===== config.mk =====
export PLATFORM = sky130hd
export DESIGN_NAME = gpr_file_mp_flat
export DESIGN_NICKNAME = d
export VERILOG_FILES = /design/src/rtl/gpr_file_mp_if.sv /design/src/rtl/gpr_file_mp.sv /design/src/flat_wrapper.sv
export SDC_FILE = /design/constraint.sdc
export NUM_CORES = 2
export LEC_CHECK = 0
export CAP_MARGIN = 25
export CORE_MARGIN = 5
export CORE_UTILIZATION = 45
export DETAILED_ROUTE_END_ITERATION = 10
export PLACE_DENSITY_LB_ADDON = 0.12
export SLEW_MARGIN = 20
export SYNTH_ARGS = -nofsm -noshare
export SYNTH_HDL_FRONTEND = slang
export SYNTH_SLANG_ARGS = --single-unit
export TNS_END_PERCENT = 30

===== constraint.sdc =====
create_clock -name clk -period 7.5 [get_ports clk]
set_clock_uncertainty 0.05 [all_clocks]
set_input_delay 1.125 -clock clk [delete_from_list [all_inputs] [get_ports clk]]
set_output_delay 1.125 -clock clk [all_outputs]
set_load 0.01 [all_outputs]

===== src/rtl/gpr_file_mp_if.sv =====
// Register-file access bundle: decode read/pending lookup, writeback
// ports, scoreboard set and init control.
interface gpr_file_mp_if #(
    parameter int DW = 32,
    parameter int AW = 5
);
    logic          init_req;
    logic          init_busy;
    logic          we0;
    logic [AW-1:0] rw0;
    logic [DW-1:0] busW0;
    logic          we1;
    logic [AW-1:0] rw1;
    logic [DW-1:0] busW1;
    logic [AW-1:0] rs;
    logic [AW-1:0] rt;
    logic [DW-1:0] busA;
    logic [DW-1:0] busB;
    logic          pend_set;
    logic [AW-1:0] pend_idx;
    logic          rs_pend;
    logic          rt_pend;

    // Pipeline side: drives indices, write data and control.
    modport master (
        output init_req, we0, rw0, busW0, we1, rw1, busW1, rs, rt,
               pend_set, pend_idx,
        input  init_busy, busA, busB, rs_pend, rt_pend
    );

    // Register file side.
    modport slave (
        input  init_req, we0, rw0, busW0, we1, rw1, busW1, rs, rt,
               pend_set, pend_idx,
        output init_busy, busA, busB, rs_pend, rt_pend
    );
endinterface


===== src/rtl/gpr_file_mp.sv =====
// Two-write / two-read general-purpose register file with a hardware
// init sweep, optional write-to-read bypass and a per-register pending
// scoreboard. The storage array has no reset so it can map to RAM.
module gpr_file_mp #(
    parameter int          DW      = 32,
    parameter int          NREG    = 32,
    parameter int          AW      = 5,
    parameter int          GP_IDX  = 28,
    parameter logic [DW-1:0] GP_INIT = 32'h1800,
    parameter int          SP_IDX  = 29,
    parameter logic [DW-1:0] SP_INIT = 32'h2ffc,
    parameter bit          BYPASS  = 1'b1
) (
    input  logic               clk,
    input  logic               clr,
    gpr_file_mp_if.slave       bus
);
    typedef enum logic {INIT, RUN} state_t;

    localparam logic [AW:0] LAST = (AW+1)'(NREG - 1);

    state_t          state;
    logic [AW:0]     cnt;
    logic [NREG-1:0] pending;
    logic [DW-1:0]   mem [NREG];

    logic            run_ok;
    logic            wr0, wr1;
    logic [DW-1:0]   sweep_val;
    logic [NREG-1:0] set_vec, clr_vec;

    // Decode which requests actually take effect this cycle.
    always_comb begin
        run_ok    = (state == RUN) && !bus.init_req;
        wr0       = run_ok && bus.we0 && (bus.rw0 != '0);
        wr1       = run_ok && bus.we1 && (bus.rw1 != '0);
        sweep_val = '0;
        if (cnt == (AW+1)'(GP_IDX))      sweep_val = GP_INIT;
        else if (cnt == (AW+1)'(SP_IDX)) sweep_val = SP_INIT;
        set_vec = '0;
        clr_vec = '0;
        if (run_ok && bus.pend_set) set_vec[bus.pend_idx] = 1'b1;
        if (wr0)                    clr_vec[bus.rw0]      = 1'b1;
        if (wr1)                    clr_vec[bus.rw1]      = 1'b1;
        set_vec[0] = 1'b0;
    end

    // Control FSM: sweep counter, init_busy and soft re-init.
    always_ff @(posedge clk or negedge clr) begin
        if (!clr) begin
            state         <= INIT;
            cnt           <= '0;
            bus.init_busy <= 1'b1;
        end else if (state == INIT) begin
            cnt <= cnt + 1'b1;
            if (cnt == LAST) begin
                state         <= RUN;
                bus.init_busy <= 1'b0;
            end
        end else if (bus.init_req) begin
            state         <= INIT;
            cnt           <= '0;
            bus.init_busy <= 1'b1;
        end
    end

    // Scoreboard: a new producer (set) supersedes a same-cycle writeback.
    always_ff @(posedge clk or negedge clr) begin
        if (!clr) begin
            pending <= '0;
        end else if (state == RUN && bus.init_req) begin
            pending <= '0;
        end else begin
            pending <= (pending & ~clr_vec) | set_vec;
        end
    end

    // Storage: sweep writes while initialising, else the two write ports.
    // Port 1 is assigned last so the load return wins a same-index clash.
    always_ff @(posedge clk) begin
        if (clr) begin
            if (state == INIT) begin
                mem[cnt[AW-1:0]] <= sweep_val;
            end else begin
                if (wr0) mem[bus.rw0] <= bus.busW0;
                if (wr1) mem[bus.rw1] <= bus.busW1;
            end
        end
    end

    // Read ports with optional same-cycle forwarding; reg 0 is hardwired.
    always_comb begin
        bus.busA    = '0;
        bus.busB    = '0;
        bus.rs_pend = 1'b0;
        bus.rt_pend = 1'b0;
        if (state == RUN) begin
            if (bus.rs != '0) begin
                if (BYPASS && bus.we1 && bus.rw1 == bus.rs)      bus.busA = bus.busW1;
                else if (BYPASS && bus.we0 && bus.rw0 == bus.rs) bus.busA = bus.busW0;
                else                                             bus.busA = mem[bus.rs];
            end
            if (bus.rt != '0) begin
                if (BYPASS && bus.we1 && bus.rw1 == bus.rt)      bus.busB = bus.busW1;
                else if (BYPASS && bus.we0 && bus.rw0 == bus.rt) bus.busB = bus.busW0;
                else                                             bus.busB = mem[bus.rt];
            end
            bus.rs_pend = pending[bus.rs];
            bus.rt_pend = pending[bus.rt];
        end
    end
endmodule


===== src/flat_wrapper.sv =====
// flat-port wrapper written by rule: the top's interface ports become plain ports
module gpr_file_mp_flat 
#(
    parameter int          DW      = 32,
    parameter int          NREG    = 32,
    parameter int          AW      = 5,
    parameter int          GP_IDX  = 28,
    parameter logic [DW-1:0] GP_INIT = 32'h1800,
    parameter int          SP_IDX  = 29,
    parameter logic [DW-1:0] SP_INIT = 32'h2ffc,
    parameter bit          BYPASS  = 1'b1
)
  (clk, clr, bus_init_req, bus_we0, bus_rw0, bus_busW0, bus_we1, bus_rw1, bus_busW1, bus_rs, bus_rt, bus_pend_set, bus_pend_idx, bus_init_busy, bus_busA, bus_busB, bus_rs_pend, bus_rt_pend);
  gpr_file_mp_if #(.DW(DW), .AW(AW)) bus_i ();
  input  logic clk;
  input  logic clr;
  input wire logic [$bits(bus_i.init_req)-1:0] bus_init_req;
  input wire logic [$bits(bus_i.we0)-1:0] bus_we0;
  input wire logic [$bits(bus_i.rw0)-1:0] bus_rw0;
  input wire logic [$bits(bus_i.busW0)-1:0] bus_busW0;
  input wire logic [$bits(bus_i.we1)-1:0] bus_we1;
  input wire logic [$bits(bus_i.rw1)-1:0] bus_rw1;
  input wire logic [$bits(bus_i.busW1)-1:0] bus_busW1;
  input wire logic [$bits(bus_i.rs)-1:0] bus_rs;
  input wire logic [$bits(bus_i.rt)-1:0] bus_rt;
  input wire logic [$bits(bus_i.pend_set)-1:0] bus_pend_set;
  input wire logic [$bits(bus_i.pend_idx)-1:0] bus_pend_idx;
  output wire logic [$bits(bus_i.init_busy)-1:0] bus_init_busy;
  output wire logic [$bits(bus_i.busA)-1:0] bus_busA;
  output wire logic [$bits(bus_i.busB)-1:0] bus_busB;
  output wire logic [$bits(bus_i.rs_pend)-1:0] bus_rs_pend;
  output wire logic [$bits(bus_i.rt_pend)-1:0] bus_rt_pend;
  assign bus_i.init_req = bus_init_req;
  assign bus_i.we0 = bus_we0;
  assign bus_i.rw0 = bus_rw0;
  assign bus_i.busW0 = bus_busW0;
  assign bus_i.we1 = bus_we1;
  assign bus_i.rw1 = bus_rw1;
  assign bus_i.busW1 = bus_busW1;
  assign bus_i.rs = bus_rs;
  assign bus_i.rt = bus_rt;
  assign bus_i.pend_set = bus_pend_set;
  assign bus_i.pend_idx = bus_pend_idx;
  assign bus_init_busy = bus_i.init_busy;
  assign bus_busA = bus_i.busA;
  assign bus_busB = bus_i.busB;
  assign bus_rs_pend = bus_i.rs_pend;
  assign bus_rt_pend = bus_i.rt_pend;
  gpr_file_mp #(.DW(DW), .NREG(NREG), .AW(AW), .GP_IDX(GP_IDX), .GP_INIT(GP_INIT), .SP_IDX(SP_IDX), .SP_INIT(SP_INIT), .BYPASS(BYPASS)) u_core (.clk(clk), .clr(clr), .bus(bus_i));
endmodule

==> results.cfg <==
[status]
outcome = complete, no violations

[sta]
worst_pin_slew_ps = 1140
period_minus_slack_ps = 6510
grt_setup_unrepaired = false
fin_setup_tns_ps = 0
setup_ws_ps = 991
hold_violations = 0
period_share = 0.868
relSlewSlack = 0.236
drv_slew = 0
fmax_ghz = 0.154
setup_viol = 0

[setup_path]
crit_top_cell = clkdlybuf4s50_1
path_cells = clkdlybuf4s50_1 > nand3b_1 > o22ai_1 > or4_1 > o221ai_1 > clkdlybuf4s50_1
cp.arrival_ps = 5330
required_ps = 6320
critPathTopFamily = simple AND/OR/NAND/NOR gates
critPathBufInv = 2
worstSetupPathType = in -> out
crit_path_max_incr_delay_ps = 1120
crit_path_top_delay_cell = nand3b_1
cp-end-kind = primary output
path_max_fanout = 17
crit_path_start_kind = input pin

[logic_synthesis]
synth.distinct_cells = 79
postSynthCellCount = 5187
ys_seq_elements = 1064
synth_area_sq_um = 61900
syn_avg_cell_area_sq_um = 11.9
yosys_warnings = 0
syn-num-nets = 5285
synthFlopType = edfxtp_1
synth.yosys.seq_area_share = 0.513
async_flop_share = 0.0376
synth_edf_count = 1024

[clocking]
clock_sinks = 1064
clock_latency_ps = 770
cts_tree = yes
cts-buffers-inserted = 117
cts-root-buf = clkbuf_16
hold_buffers = 0
cts_resized = 0
htree_num_levels = 3
clock_path_buffers = 3
post-cts-setup-buffer-count = 0
clkSlewWorstSetupHoldPaths_ps = 60

[flow_run]
cap_violations = 0

[place]
port_buffers = 161
dp_hpwl_microns = 150000
dpl_worst_slack_ps = 1150
gp_congestion = 0.899

[global_route]
first_global_vias = 44900
track_usage = 0.334
antenna_found_initial = 12
grt_overflow_total = 0
grt_pass1_wl_microns = 347000
grt_max_degree = 83

[routing]
routed_wl_microns = 248000
dr.pass1.iters = 6
drc = 0
vias = 47900
ant_nets = 0
detail_route.wl_per_cell_microns = 35.8
viasPerCell = 6.92
drtIter0Drc = 8175

[final_layout]
multi_input_area_sq_um = 27800
finalNetCount = 5125
seqCellArea_sq_um = 31800
area_growth_pct = 11.1
final_layout_size_suffix_gt1_frac = 0.199
nFillCells = 11800

[power]
max-vdd-ir-drop_uv = 181
power.density_nw_per_um2 = 217
total_power_w = 0.0150
power_leakage_nw = 23.0

[worst_hold_path]
hp-class = in -> async

[die]
initial_core_util = 0.452
pin_count = 162
fp.dieH_microns = 381
dieArea_sq_um = 145000
coreArea_sq_um = 137000
die_w_microns = 381
rows = 136
==> cells in the final DEF (no fill, tap or decap), types with 6 or more instances in the layout <==
cell	instances
clkbuf_16	120
clkdlybuf4s50_1	150
nand3_2	15
buf_12	21
or4_1	33
nor2_1	404
edfxtp_1	1024
buf_4	154
o211ai_1	18
inv_1	29
a32oi_1	11
clkinv_1	43
inv_2	10
nand2_2	19
clkinv_2	23
a22oi_1	65
o221ai_1	32
nand2_1	713
buf_2	6
dfrtp_1	39
o22ai_1	132
a32o_1	31
o21ai_0	654
mux4_2	513
o2bb2ai_1	32
xor2_1	18
nor3b_1	7
nand3_1	80
o21ai_4	31
clkbuf_1	19
mux2_2	33
a21oi_1	402
mux4_1	15
nor3_1	7
nand4_1	10
buf_8	6
mux2i_1	69
nand3b_1	7
a21oi_2	8
==> worst register-to-register path, delay by kind of cell, from the launching register on <==
family,cells,cell delay [ps]
buf+inv,2,680
flops,1,460
simple gates,3,1980
compound gates,1,770
==> layer usage <==
metal / vias to the layer above / track usage / routed length, microns
met5: - / 0 / 11
met4: 2 / 0.128 / 10600
met3: 587 / 0.0977 / 34800
met2: 3612 / 0.494 / 108000
met1: 24000 / 0.468 / 94100
li1: 19600 / - / -
==> sequential cells by signal, indices dropped and copies added, names as in the netlist <==
name	cells
u_core.mem	1024
u_core.pending	32
u_core.cnt	6
u_core.bus.init_busy	1
u_core.state	1
==> path summary, 6_finish.rpt <==
check / startpoint / depth (start not counted) / slack (ps) / to
worst max-delay path: bus_rs[1] / 6 / 990 / bus_busA[1]
worst min-delay path: clr / 1 / 200 / u_core.cnt[4]
worst max register to register: u_core.state / 6 / 3170 / u_core.mem[26][18]
worst min register to register: u_core.bus.init_busy / 2 / 450 / u_core.bus.init_busy
max in group asynchronous: clr / 2 / 6100 / u_core.pending[4]
min in group clk: u_core.bus.init_busy / 2 / 450 / u_core.bus.init_busy
==> metrics by stage <==
step / util / cell area [sq um] / instances / hold slack [ps]
after global routing: 0.502 / 68800 / 6921 / 214
final: 0.502 / 68800 / 6922 / 200
after global placement: 0.474 / 65000 / 6689 / 425
after detailed placement: 0.475 / 65100 / 6695 / 443
after floorplan: - / 61900 / 5187 / 403
after CTS: 0.501 / 68600 / 6910 / 171
==> cell type report <==
type / count / area share
timing repair buffer: 345 / 0.0489
sequential: 1064 / 0.461
multi-input combinational: 3460 / 0.403
inverter: 39 / 0.00213
clock buffer: 138 / 0.0443
antenna: 5 / 0.000182
clock inverter: 77 / 0.00709
tap: 1794 / 0.0326
==> report_power, final <==
part,switching [W],internal [W]
Combinational,0.00157,0.000840
Clock,0.00252,0.00304
Sequential,0.000146,0.00685
==> cell families after synthesis <==
family,share of synthesized area
AOI/OAI and AO/OA,0.131
and+or+nand+nor,0.0929
DFF,0.513
buffers and inverters,0.0498
muxes,0.210
xor gates and xnor gates,0.00325
adders and majority gates,0.000606
==> cells in the mapped netlist (7+ instances only) <==
master	n	area [sq um]
o2bb2ai_1	32	280
o21ai_0	678	3390
o211ai_1	18	135
o22ai_1	132	826
mux4_1	15	394
o221ai_1	32	280
nand3_1	96	480
mux2i_1	69	691
nor3_1	7	35.0
a21oi_1	412	2060
buf_2	160	801
a32o_1	31	310
buf_4	38	285
inv_2	10	37.5
nor2_1	407	1530
or4_1	33	248
buf_6	25	282
o21ai_1	9	45.0
xor2_1	18	158
nor3b_1	7	52.6
mux4_2	513	11600
a32oi_1	11	96.3
nand2_1	733	2750
nand3b_1	7	52.6
buf_1	46	173
mux2_2	33	372
dfrtp_1	39	976
inv_1	29	109
clkbuf_1	339	1270
nand4_1	10	62.6
edfxtp_1	1024	30700
clkbuf_4	9	67.6
a22oi_1	65	488
Note: power is estimated with default switching activity, not from simulation.
